$ cat src/rtl/store_commit_buffer.sv
// In-order store commit buffer: multi-lane enqueue from ROB commit, single-entry memory drain.
// Optional STORE_FWD_EN adds combinational store-to-load forwarding over buffered entries.
module store_commit_buffer #(
   parameter int DEPTH  = 8,
   parameter int WIDTH  = 2,
   parameter int ADDR_W = 32,
   parameter int DATA_W = 32
) (
   input  logic                      clock,
   input  logic                      reset,
   input  logic [WIDTH-1:0]          ct_valid,
   input  logic [WIDTH*ADDR_W-1:0]   ct_addr,
   input  logic [WIDTH*DATA_W-1:0]   ct_data,
   input  logic [WIDTH*2-1:0]        ct_size,
   input  logic                      halt,
   output logic                      almost_full,
   output logic                      mem_req_valid,
   output logic [ADDR_W-1:0]         mem_req_addr,
   output logic [DATA_W-1:0]         mem_req_data,
   output logic [1:0]                mem_req_size,
   input  logic                      mem_req_ack,
   output logic [$clog2(DEPTH):0]    count,
   output logic                      overflow_err,
   output logic                      halt_done
`ifdef STORE_FWD_EN
   ,
   input  logic [ADDR_W-1:0]         ld_addr,
   output logic                      fwd_hit,
   output logic [DATA_W-1:0]         fwd_data,
   output logic                      fwd_conflict
`endif
);

   localparam int PW = $clog2(DEPTH);
   localparam int CW = PW + 1;

   typedef enum logic [1:0] {RUN, DRAIN, DONE} state_t;

   state_t            state, state_next;
   logic [PW-1:0]     head, tail;
   logic [ADDR_W-1:0] addr_q [DEPTH];
   logic [DATA_W-1:0] data_q [DEPTH];
   logic [1:0]        size_q [DEPTH];

   logic [CW-1:0]     space, n_acc, count_next;
   logic [WIDTH-1:0]  wr_en;
   logic [PW-1:0]     wr_idx [WIDTH];
   logic              deq, drop;

   // Space comes from the pre-dequeue count; valid lanes pack densely from tail.
   always_comb begin
      space = CW'(DEPTH) - count;
      n_acc = '0;
      drop  = 1'b0;
      wr_en = '0;
      for (int i = 0; i < WIDTH; i++) begin
         wr_idx[i] = tail + n_acc[PW-1:0];
         if (ct_valid[i]) begin
            if (state == RUN && n_acc < space) begin
               wr_en[i] = 1'b1;
               n_acc    = n_acc + CW'(1);
            end else if (state != DONE) begin
               drop = 1'b1;
            end
         end
      end
      deq        = mem_req_valid && mem_req_ack;
      count_next = count + n_acc - CW'(deq);
   end

   always_comb begin
      state_next = state;
      case (state)
         RUN: begin
            if (halt) state_next = (count_next == '0) ? DONE : DRAIN;
         end
         DRAIN: begin
            if (count_next == '0) state_next = DONE;
         end
         DONE:    state_next = DONE;
         default: state_next = RUN;
      endcase
   end

   always_ff @(posedge clock) begin
      if (!reset) begin
         head         <= '0;
         tail         <= '0;
         count        <= '0;
         overflow_err <= 1'b0;
         state        <= RUN;
      end else begin
         if (deq) head <= head + PW'(1);
         tail  <= tail + n_acc[PW-1:0];
         count <= count_next;
         if (drop) overflow_err <= 1'b1;
         state <= state_next;
      end
   end

   always_ff @(posedge clock) begin
      for (int i = 0; i < WIDTH; i++) begin
         if (wr_en[i]) begin
            addr_q[wr_idx[i]] <= ct_addr[i*ADDR_W +: ADDR_W];
            data_q[wr_idx[i]] <= ct_data[i*DATA_W +: DATA_W];
            size_q[wr_idx[i]] <= ct_size[i*2 +: 2];
         end
      end
   end

   assign almost_full   = int'(space) < WIDTH;
   assign mem_req_valid = count != '0;
   assign mem_req_addr  = mem_req_valid ? addr_q[head] : '0;
   assign mem_req_data  = mem_req_valid ? data_q[head] : '0;
   assign mem_req_size  = mem_req_valid ? size_q[head] : '0;
   assign halt_done     = state == DONE;

`ifdef STORE_FWD_EN
   logic [PW-1:0] fidx;

   // Walk oldest to youngest so the last same-word match decides.
   always_comb begin
      fwd_hit      = 1'b0;
      fwd_conflict = 1'b0;
      fwd_data     = '0;
      fidx         = head;
      for (int k = 0; k < DEPTH; k++) begin
         fidx = head + PW'(k);
         if (CW'(k) < count &&
             addr_q[fidx][ADDR_W-1:2] == ld_addr[ADDR_W-1:2]) begin
            if (size_q[fidx] == 2'd2 && addr_q[fidx] == ld_addr) begin
               fwd_hit      = 1'b1;
               fwd_conflict = 1'b0;
               fwd_data     = data_q[fidx];
            end else begin
               fwd_hit      = 1'b0;
               fwd_conflict = 1'b1;
               fwd_data     = '0;
            end
         end
      end
   end
`endif

endmodule

$ cat config.mk
export PLATFORM = sky130hd
export DESIGN_NAME = store_commit_buffer
export DESIGN_NICKNAME = d
export VERILOG_FILES = /design/src/rtl/store_commit_buffer.sv
export SDC_FILE = /design/constraint.sdc
export NUM_CORES = 1
export LEC_CHECK = 0
export BUFFER_PORTS_ARGS = -buffer_cell sky130_fd_sc_hd__buf_4
export CAP_MARGIN = 20
export CORE_MARGIN = 1.5
export CORE_UTILIZATION = 28
export DETAILED_ROUTE_END_ITERATION = 10
export PLACE_DENSITY = 0.52
export SYNTH_ARGS = -nofsm -noshare
export SYNTH_HDL_FRONTEND = slang
export SYNTH_SLANG_ARGS = --single-unit
$ cat constraint.sdc
create_clock -name clock -period 11.7 [get_ports clock]
set_clock_uncertainty 0.15 [all_clocks]
set_input_delay 0 -clock clock [delete_from_list [all_inputs] [get_ports clock]]
set_output_delay 0 -clock clock [all_outputs]
set_load 0.005 [all_outputs]
== Word level (Yosys, flattened, before mapping) ==
Memory sizes are Yosys's and may differ from the RTL's. A register that Yosys moved wholly into a read port is not among the register bits.
Index checks and enable logic that the tools add are counted.

* Register bits: 13
* Bits in writable memories: 528
* Input bits: 138
* Output and inout bits: 74
* Word-level logic and storage cells: 61
* Memories: 3

{| class="wikitable"
|+ Memory list
! memory !! words !! width !! rd ports !! clocked after Yosys merged registers in !! wr ports !! line !! RTL
|-
| addr_q || 8 || 32 || 1 || 1 || 2 || 41 || <nowiki>logic [ADDR_W-1:0] addr_q [DEPTH];</nowiki>
|-
| data_q || 8 || 32 || 1 || 1 || 2 || 42 || <nowiki>logic [DATA_W-1:0] data_q [DEPTH];</nowiki>
|-
| size_q || 8 || 2 || 1 || 1 || 2 || 43 || <nowiki>logic [1:0] size_q [DEPTH];</nowiki>
|}

* Add/subtract/negate cells: 7
* $lt $le $gt $ge: 3
* Equality and inequality tests: 5
* Muxes and demuxes: 31
* Reduce and logical (&&, ||, !) cells: 7

{| class="wikitable"
|+ Operator list
! kind !! number
|-
| $mux W32 || 2
|-
| $mux W3 || 6
|-
| $mux W1 || 16
|-
| $mux W2 || 4
|-
| $mux W4 || 2
|-
| $add A3 B3 Y3 || 2
|-
| $ne A2 B2 Y1 const B || 3
|-
| $pmux W2 S3 || 1
|-
| $add A4 B1 Y4 const B || 1
|-
| $add A4 B4 Y4 || 1
|-
| $logic_not A4 Y1 || 1
|-
| $lt A1 B4 Y1 const A || 1
|-
| $lt A4 B2 Y1 const B || 1
|-
| $lt A4 B4 Y1 || 1
|-
| $reduce_bool A4 Y1 || 1
|-
| $sub A4 B1 Y4 || 1
|-
| $sub A4 B4 Y4 const A || 1
|-
| $add A3 B1 Y3 const B || 1
|-
| $logic_and A1 B1 Y1 || 3
|-
| $eq A2 B1 Y1 const B || 1
|-
| $eq A2 B2 Y1 const B || 1
|-
| $logic_not A2 Y1 || 1
|-
| $reduce_and A2 Y1 || 1
|}

== Longest topological paths before layout ==
Gate-level depths: netlist (run 1).

* Depth in word-level cells: 15
* Depth in mapped cells: 17

== Least setup slack after synthesis (run 1) ==
No wires, ideal clock.

* Kind: reg-to-reg
* Start: register count[0]
* End: memory addr_q[0][0] (enable)
* Setup time: 588 ps
* Arrival time: 6444 ps
* Data required time: 10962 ps
* Setup slack: 4518 ps
* Stages on the path, launching flop included: 6
* Path buffers: 0
* Cell sequence: dfxtp_1 > or3_1 > a41o_1 > a211oi_2 > nand2_1 > o31ai_1

{| class="wikitable"
|+ RTL lines
! element !! line !! RTL
|-
| from (decl) || 22 || <nowiki>output logic [$clog2(DEPTH):0] count,</nowiki>
|-
| from (signal assigned) || 95 || <nowiki>count <= count_next;</nowiki>
|-
| to (decl) || 41 ||
|}

==> results.sh, run 1 <==
export IMPL_synth_edf_count=528
export IMPL_fp_row_count=115
export IMPL_fmax_mhz=200.5
export IMPL_p_switching_mw=2.404
export IMPL_cts_buffer_depth=3
export IMPL_place_area_um2=30690
export IMPL_root_buffer="clkbuf_16"
export IMPL_antenna_found_initial=4
export IMPL_reg2regPathDepth=10
export IMPL_hold_viol=0
export IMPL_cts_setup_buffers=0
export IMPL_powerDensity_nw_per_um2=214.9
export IMPL_status="complete, no violations"
export IMPL_clkTransAtPathRegs_ps=60
export IMPL_start_util=0.2838
export IMPL_synthDistinctLibCells=45
export IMPL_power_internal_mw=5.027
export IMPL_synthFlopType="edfxtp_1"
export IMPL_grt_pass1_vias=17790
export IMPL_drive_above_1_share=0.4266
export IMPL_fin_tns_setup_ps=0
export IMPL_async_reset_ff_frac=0
export IMPL_die_y_um=319.3
export IMPL_area_growth_pct=23.46
export IMPL_netlist_area_um2=28010
export IMPL_peakVddDrop_uv=189.0
export IMPL_synth_nets=1724
export IMPL_postCtsResizedCells=0
export IMPL_worst_setup_path_end_kind="flop"
export IMPL_swShare=0.3235
export IMPL_syn_inst=1567
export IMPL_setup_violations=0
export IMPL_post_layout_nonfiller_instances=3286
export IMPL_pin_count=212
export IMPL_pwr_share_comb=0.378
export IMPL_grt_total_usage=0.1571
export IMPL_total_power_mw=7.431
export IMPL_hpwl_mm=46.92
export IMPL_min_delay_start="reset"
export IMPL_max_slew_margin_rel=0.2614
export IMPL_drv_cap=0
export IMPL_grt_max_degree=101
export IMPL_r2r_start="count[0]$_SDFF_PN0_"
export IMPL_dp_cells=2977
export IMPL_num_nets_final=2112
export IMPL_clk_latency_ps=630
export IMPL_min_period_ps=4986
export IMPL_avgSynthCellArea_um2=17.88
export IMPL_wirelength_mm=80.42
export IMPL_clkSinkCount=544
export IMPL_critPathArrivalTime_ps=5210
export IMPL_hold_buffers=204
export IMPL_hold_class="input port to flop"
export IMPL_yosysSeqAreaShare=0.5774
export IMPL_r2r_setup_slack_ps=6710
export IMPL_yosysWarnings=0
export IMPL_min_period_over_period=0.4262
export IMPL_core_um2=98710
export IMPL_cts_htree_levels=2
export IMPL_die_x_um=319.3
export IMPL_drtIter0Drc=1007
export IMPL_tightest_slew_ps=1108
export IMPL_wire_per_inst_um=24.47
export IMPL_drv_slew=0
export IMPL_cp_required_ps=11920
export IMPL_cp_max_fo=35
export IMPL_drt_pre_antenna_iters=5
export IMPL_via_count=15990
export IMPL_final_area_um2=34580
export IMPL_place_congestion=0.7386
export IMPL_die_area_um2=102000
export IMPL_p_leak_nw=11.67
export IMPL_tritoncts="done"
export IMPL_ant_nets=0
export IMPL_grt_overflow=0
export IMPL_drc=0
export IMPL_crit_type="flop to flop"
export IMPL_ys_ff_latch=544
export IMPL_holdPathStages=3
export IMPL_seq_power_share=0.375
export IMPL_io_buffer_count=211
export IMPL_grt_setup_unrepaired="false"
export IMPL_numCtsBuffers=59
export IMPL_start_kind="flop"
export IMPL_rr_endpoint="addr_q[5][19]$_DFFE_PP_"
export IMPL_viasPerCell=4.867
export IMPL_clkPwrFrac=0.247
export IMPL_grt_pass1_wl_mm=119.6
export IMPL_worst_hold_path_endpoint="tail[0]$_SDFF_PN0_"
## routing by layer
metal	global-route usage	vias to the layer above	share of wire
met1	0.2114	8490	0.45
met5	0	-	0.00034
li1	-	7056	-
met2	0.2700	348	0.50
met3	0.02077	96	0.036
met4	0.03164	4	0.016
## flip-flops by register name (all words and copies together), names as in the netlist, named ones only
name          count
addr_q          256
count             4
data_q          256
head              3
overflow_err      1
size_q           16
state             2
tail              3
## worst max path at each step
stage                              endpoint                 from  cells past startpoint  slack (ps)
floorplan            addr_q[0][0]$_DFFE_PP_  count[0]$_SDFF_PN0_                      5        4520
global placement    addr_q[0][21]$_DFFE_PP_  count[0]$_SDFF_PN0_                     10        6800
detailed placement  addr_q[0][21]$_DFFE_PP_  count[0]$_SDFF_PN0_                     10        6720
CTS                  data_q[0][7]$_DFFE_PP_  count[0]$_SDFF_PN0_                     10        6700
global route         data_q[0][2]$_DFFE_PP_  count[0]$_SDFF_PN0_                     10        6460
finish              addr_q[5][19]$_DFFE_PP_  count[0]$_SDFF_PN0_                     10        6710
## area by class of cell
type                       count  area (um2)
timing repair buffer         437        3804
fill                        9458       64120
clock inverter                25       259.0
tap                         1287        1610
antenna                        2       5.005
inverter                      19       71.32
sequential                   544       16190
multi-input combinational    894       11060
clock buffer                  78        1588
## power by group through the flow
stage / clock, mW / combinational [mW] / sequential (mW)
floorplan: 0 / 1.74 / 2.81
global placement: 0 / 2.78 / 2.82
detailed placement: 0 / 2.80 / 2.84
CTS: 1.89 / 2.89 / 2.80
global route: 1.96 / 3.04 / 2.82
finish: 1.84 / 2.81 / 2.79
## worst max-delay path: stages, from the launching register on
cell,delay [ps]
dfxtp_1,360
or3_1,380
a41o_1,340
a211oi_2,420
ha_1,230
ha_1,250
a21oi_2,240
and2_4,660
buf_4,730
mux2_2,410
dlygate4sd3_1,560
## metrics by stage
stage,utilization,hold slack (ps),setup WS (ps)
after global routing,0.3503,85.81,6463
after CTS,0.3503,53.27,6704
final,0.3504,74.35,6714
after detailed placement,0.3109,128.6,6718
after floorplan,-,-28.29,4518
after global placement,0.3109,129.8,6800
## cells by family after synthesis
logic type	Yosys count	synth area share
buffers and inverters	129	0.03229
xor gates and xnor gates	7	0.002189
DFF	544	0.5774
AOI/OAI and AO/OA	25	0.006967
adders and majority gates	19	0.009022
muxes	727	0.3537
and+or+nand+nor	116	0.01840
## cells in the mapped netlist (2+ instances only)
cell type | n | share of area
a21oi_1 | 5 | 0.00089
and2_1 | 11 | 0.0025
buf_1 | 8 | 0.0011
buf_12 | 6 | 0.0043
buf_2 | 9 | 0.0016
buf_4 | 26 | 0.0070
buf_6 | 15 | 0.0060
buf_8 | 9 | 0.0048
clkbuf_1 | 37 | 0.0050
dfxtp_1 | 16 | 0.011
edfxtp_1 | 528 | 0.57
fa_1 | 2 | 0.0014
ha_1 | 17 | 0.0076
inv_1 | 18 | 0.0024
mux2_1 | 147 | 0.059
mux2_2 | 296 | 0.12
mux2_4 | 85 | 0.046
mux2i_1 | 67 | 0.024
mux4_2 | 132 | 0.11
nand2_1 | 8 | 0.0011
nand2b_1 | 5 | 0.0011
nor2_1 | 79 | 0.011
nor2b_1 | 2 | 0.00045
nor3_1 | 3 | 0.00054
nor3b_1 | 3 | 0.00080
o21bai_1 | 6 | 0.0016
o31ai_1 | 2 | 0.00054
o32ai_1 | 2 | 0.00063
or4b_2 | 2 | 0.00071
xnor2_1 | 3 | 0.00094
xor2_1 | 4 | 0.0013
## cells in the final DEF (no fill, tap or decap), types with 6 or more instances in the layout
cell type,instances
and2_4,7
buf_4,232
clkbuf_1,15
clkbuf_16,59
clkinv_1,9
clkinv_2,10
dfxtp_1,13
dlygate4sd3_1,204
edfxtp_1,528
ha_1,17
inv_1,18
mux2_1,147
mux2_2,296
mux2_4,85
mux2i_1,67
mux4_2,132
nand2_1,6
nor2_1,79
o21bai_4,6
No activity file was read; power rests on OpenSTA's default activity.
==> inputs of run 2 (changes only) <==
==> constraint.sdc (replaced) <==
create_clock -name clock -period 4.9 [get_ports clock]
set_clock_uncertainty 0.15 [all_clocks]
set_input_delay 0 -clock clock [delete_from_list [all_inputs] [get_ports clock]]
set_output_delay 0 -clock clock [all_outputs]
set_load 0.005 [all_outputs]
==> run 2 against run 1 <==
  * Critical path depth grew 1
  * Sequential share of layout area shrank 0.86 points
  * Fmax grew 8.7%
  * Die area is the same
  * Worst setup slack lost 6400 ps
==> results.sh, run 2 (synthesis gave the netlist of run 1 again) <==
export IMPL_fin_ws_ps=313.7
export IMPL_max_stage_delay_ps=560
export IMPL_cts_setup_buffers=0
export IMPL_worst_setup_path_end_kind="flop"
export IMPL_min_period_over_period=0.9360
export IMPL_core_um2=98710
export IMPL_wirelength_mm=82.02
export IMPL_tritoncts="done"
export IMPL_critPathArrivalTime_ps=4770
export IMPL_io_buffer_count=211
export IMPL_viasPerCell=4.839
export IMPL_reg2regPathDepth=11
export IMPL_drt_pre_antenna_iters=5
export IMPL_grt_max_degree=67
export IMPL_drc=0
export IMPL_cp_cell_sequence="or3_1 -> a41o_1 -> a211oi_2 -> ha_1 -> ha_1 -> xor2_1 -> nor3_1 -> nand2_4 -> buf_4 -> mux2_2 -> dlygate4sd3_1"
export IMPL_dp_cells=2996
export IMPL_cts_buffer_depth=3
export IMPL_cp_depth=11
export IMPL_grt_setup_unrepaired="false"
export IMPL_root_buffer="clkbuf_16"
export IMPL_drive_above_1_share=0.4328
export IMPL_fp_row_count=115
export IMPL_status="complete, no violations"
export IMPL_wire_per_inst_um=24.68
export IMPL_cp_top_family="simple AND/OR/NAND/NOR gates"
export IMPL_ant_nets=0
export IMPL_final_area_um2=35230
export IMPL_min_period_ps=4586
export IMPL_tightest_slew_ps=1117
export IMPL_cts_htree_levels=3
export IMPL_start_util=0.2838
export IMPL_cp_required_ps=5090
export IMPL_via_count=16080
export IMPL_crit_buf_inv=2
export IMPL_total_power_mw=18.48
export IMPL_num_nets_final=2138
export IMPL_grt_pass1_vias=17640
export IMPL_p_leak_nw=11.93
export IMPL_crit_type="flop to flop"
export IMPL_hold_buffers=203
export IMPL_numCtsBuffers=67
export IMPL_drv_cap=0
export IMPL_layout_commonest_cell="edfxtp_1"
export IMPL_crit_top_cell="ha_1"
export IMPL_area_growth_pct=25.76
export IMPL_hold_class="input port to flop"
export IMPL_place_congestion=0.7454
export IMPL_fin_tns_setup_ps=0
export IMPL_place_area_um2=31060
export IMPL_fmax_mhz=218.0
export IMPL_die_x_um=319.3
export IMPL_hpwl_mm=45.68
export IMPL_hold_viol=0
export IMPL_clkSinkCount=544
export IMPL_grt_overflow=0
export IMPL_post_layout_nonfiller_instances=3323
export IMPL_die_y_um=319.3
export IMPL_drv_slew=0
export IMPL_clk_latency_ps=580
export IMPL_drtIter0Drc=1083
export IMPL_setup_violations=0
export IMPL_grt_total_usage=0.1601
export IMPL_whs_ps=86.37
export IMPL_postLayoutCoreUtil=0.3569
export IMPL_pin_count=212
export IMPL_powerDensity_nw_per_um2=524.5
export IMPL_peakVddDrop_uv=614.8
export IMPL_layout_common_cells="528 x edfxtp_1, 296 x mux2_2, 233 x buf_4, 203 x dlygate4sd3_1, 147 x mux2_1"
export IMPL_grt_pass1_wl_mm=120.4
export IMPL_cp_max_fo=22
export IMPL_holdPathStages=3
export IMPL_start_kind="flop"
export IMPL_multiInputGateArea_um2=11060
export IMPL_postCtsResizedCells=0
export IMPL_cp_slowest_cell="dlygate4sd3_1"
export IMPL_antenna_found_initial=12
export IMPL_final_seq_area_um2=16190
export IMPL_clkTransAtPathRegs_ps=60
export IMPL_die_area_um2=102000
export IMPL_nFillCells=9400
export IMPL_max_slew_margin_rel=0.2552
export IMPL_dp_slack_ps=433.8
-- run 2: cell count changes in the layout (fill, tap and decap cells not counted), sizes merged --
cell	delta
inv	+4
clkinv	-3
clkinvlp	+2
dlygate4sd3	-1
buf	+19
bufinv	+1
diode	+3
clkbuf	+12
-- run 2: cell type report --
cell class,count,share of cell area
repair buffers,455,0.1181
multi-input cells,894,0.3140
flip-flops and latches,544,0.4595
well taps,1287,0.04571
clock buffers,90,0.05125
clock inverters,29,0.009127
diodes,5,0.0003552
inverters,19,0.002024
-- run 2: final timing paths --
path,startpoint,end,slack (ps)
min reg2reg,state[0]$_SDFFE_PN0P_,state[0]$_SDFFE_PN0P_,370
min,reset,tail[0]$_SDFF_PN0_,90
max reg2reg,count[0]$_SDFF_PN0_,addr_q[2][26]$_DFFE_PP_,310
max,count[0]$_SDFF_PN0_,addr_q[2][26]$_DFFE_PP_,310
-- run 2: metal layers --
layer  global-route usage  vias up  part of all wire
met5                    0        -            0.0010
met4              0.03958       14             0.019
met3              0.02604      115             0.039
met2               0.2854      367              0.52
met1               0.2008     8446              0.42
li1                     -     7137                 -
-- run 2: tightest hold or removal path: stages --
cell	delay (ps)
dlygate4sd3_1	520
buf_4	140
and2_1	120
-- run 2: power by group --
part / internal, mW / total (mW) / switching (mW)
logic: 3.31 / 6.96 / 3.65
clock network: 2.92 / 4.88 / 1.97
registers: 6.32 / 6.64 / 0.317
total: 12.5 / 18.5 / 5.94
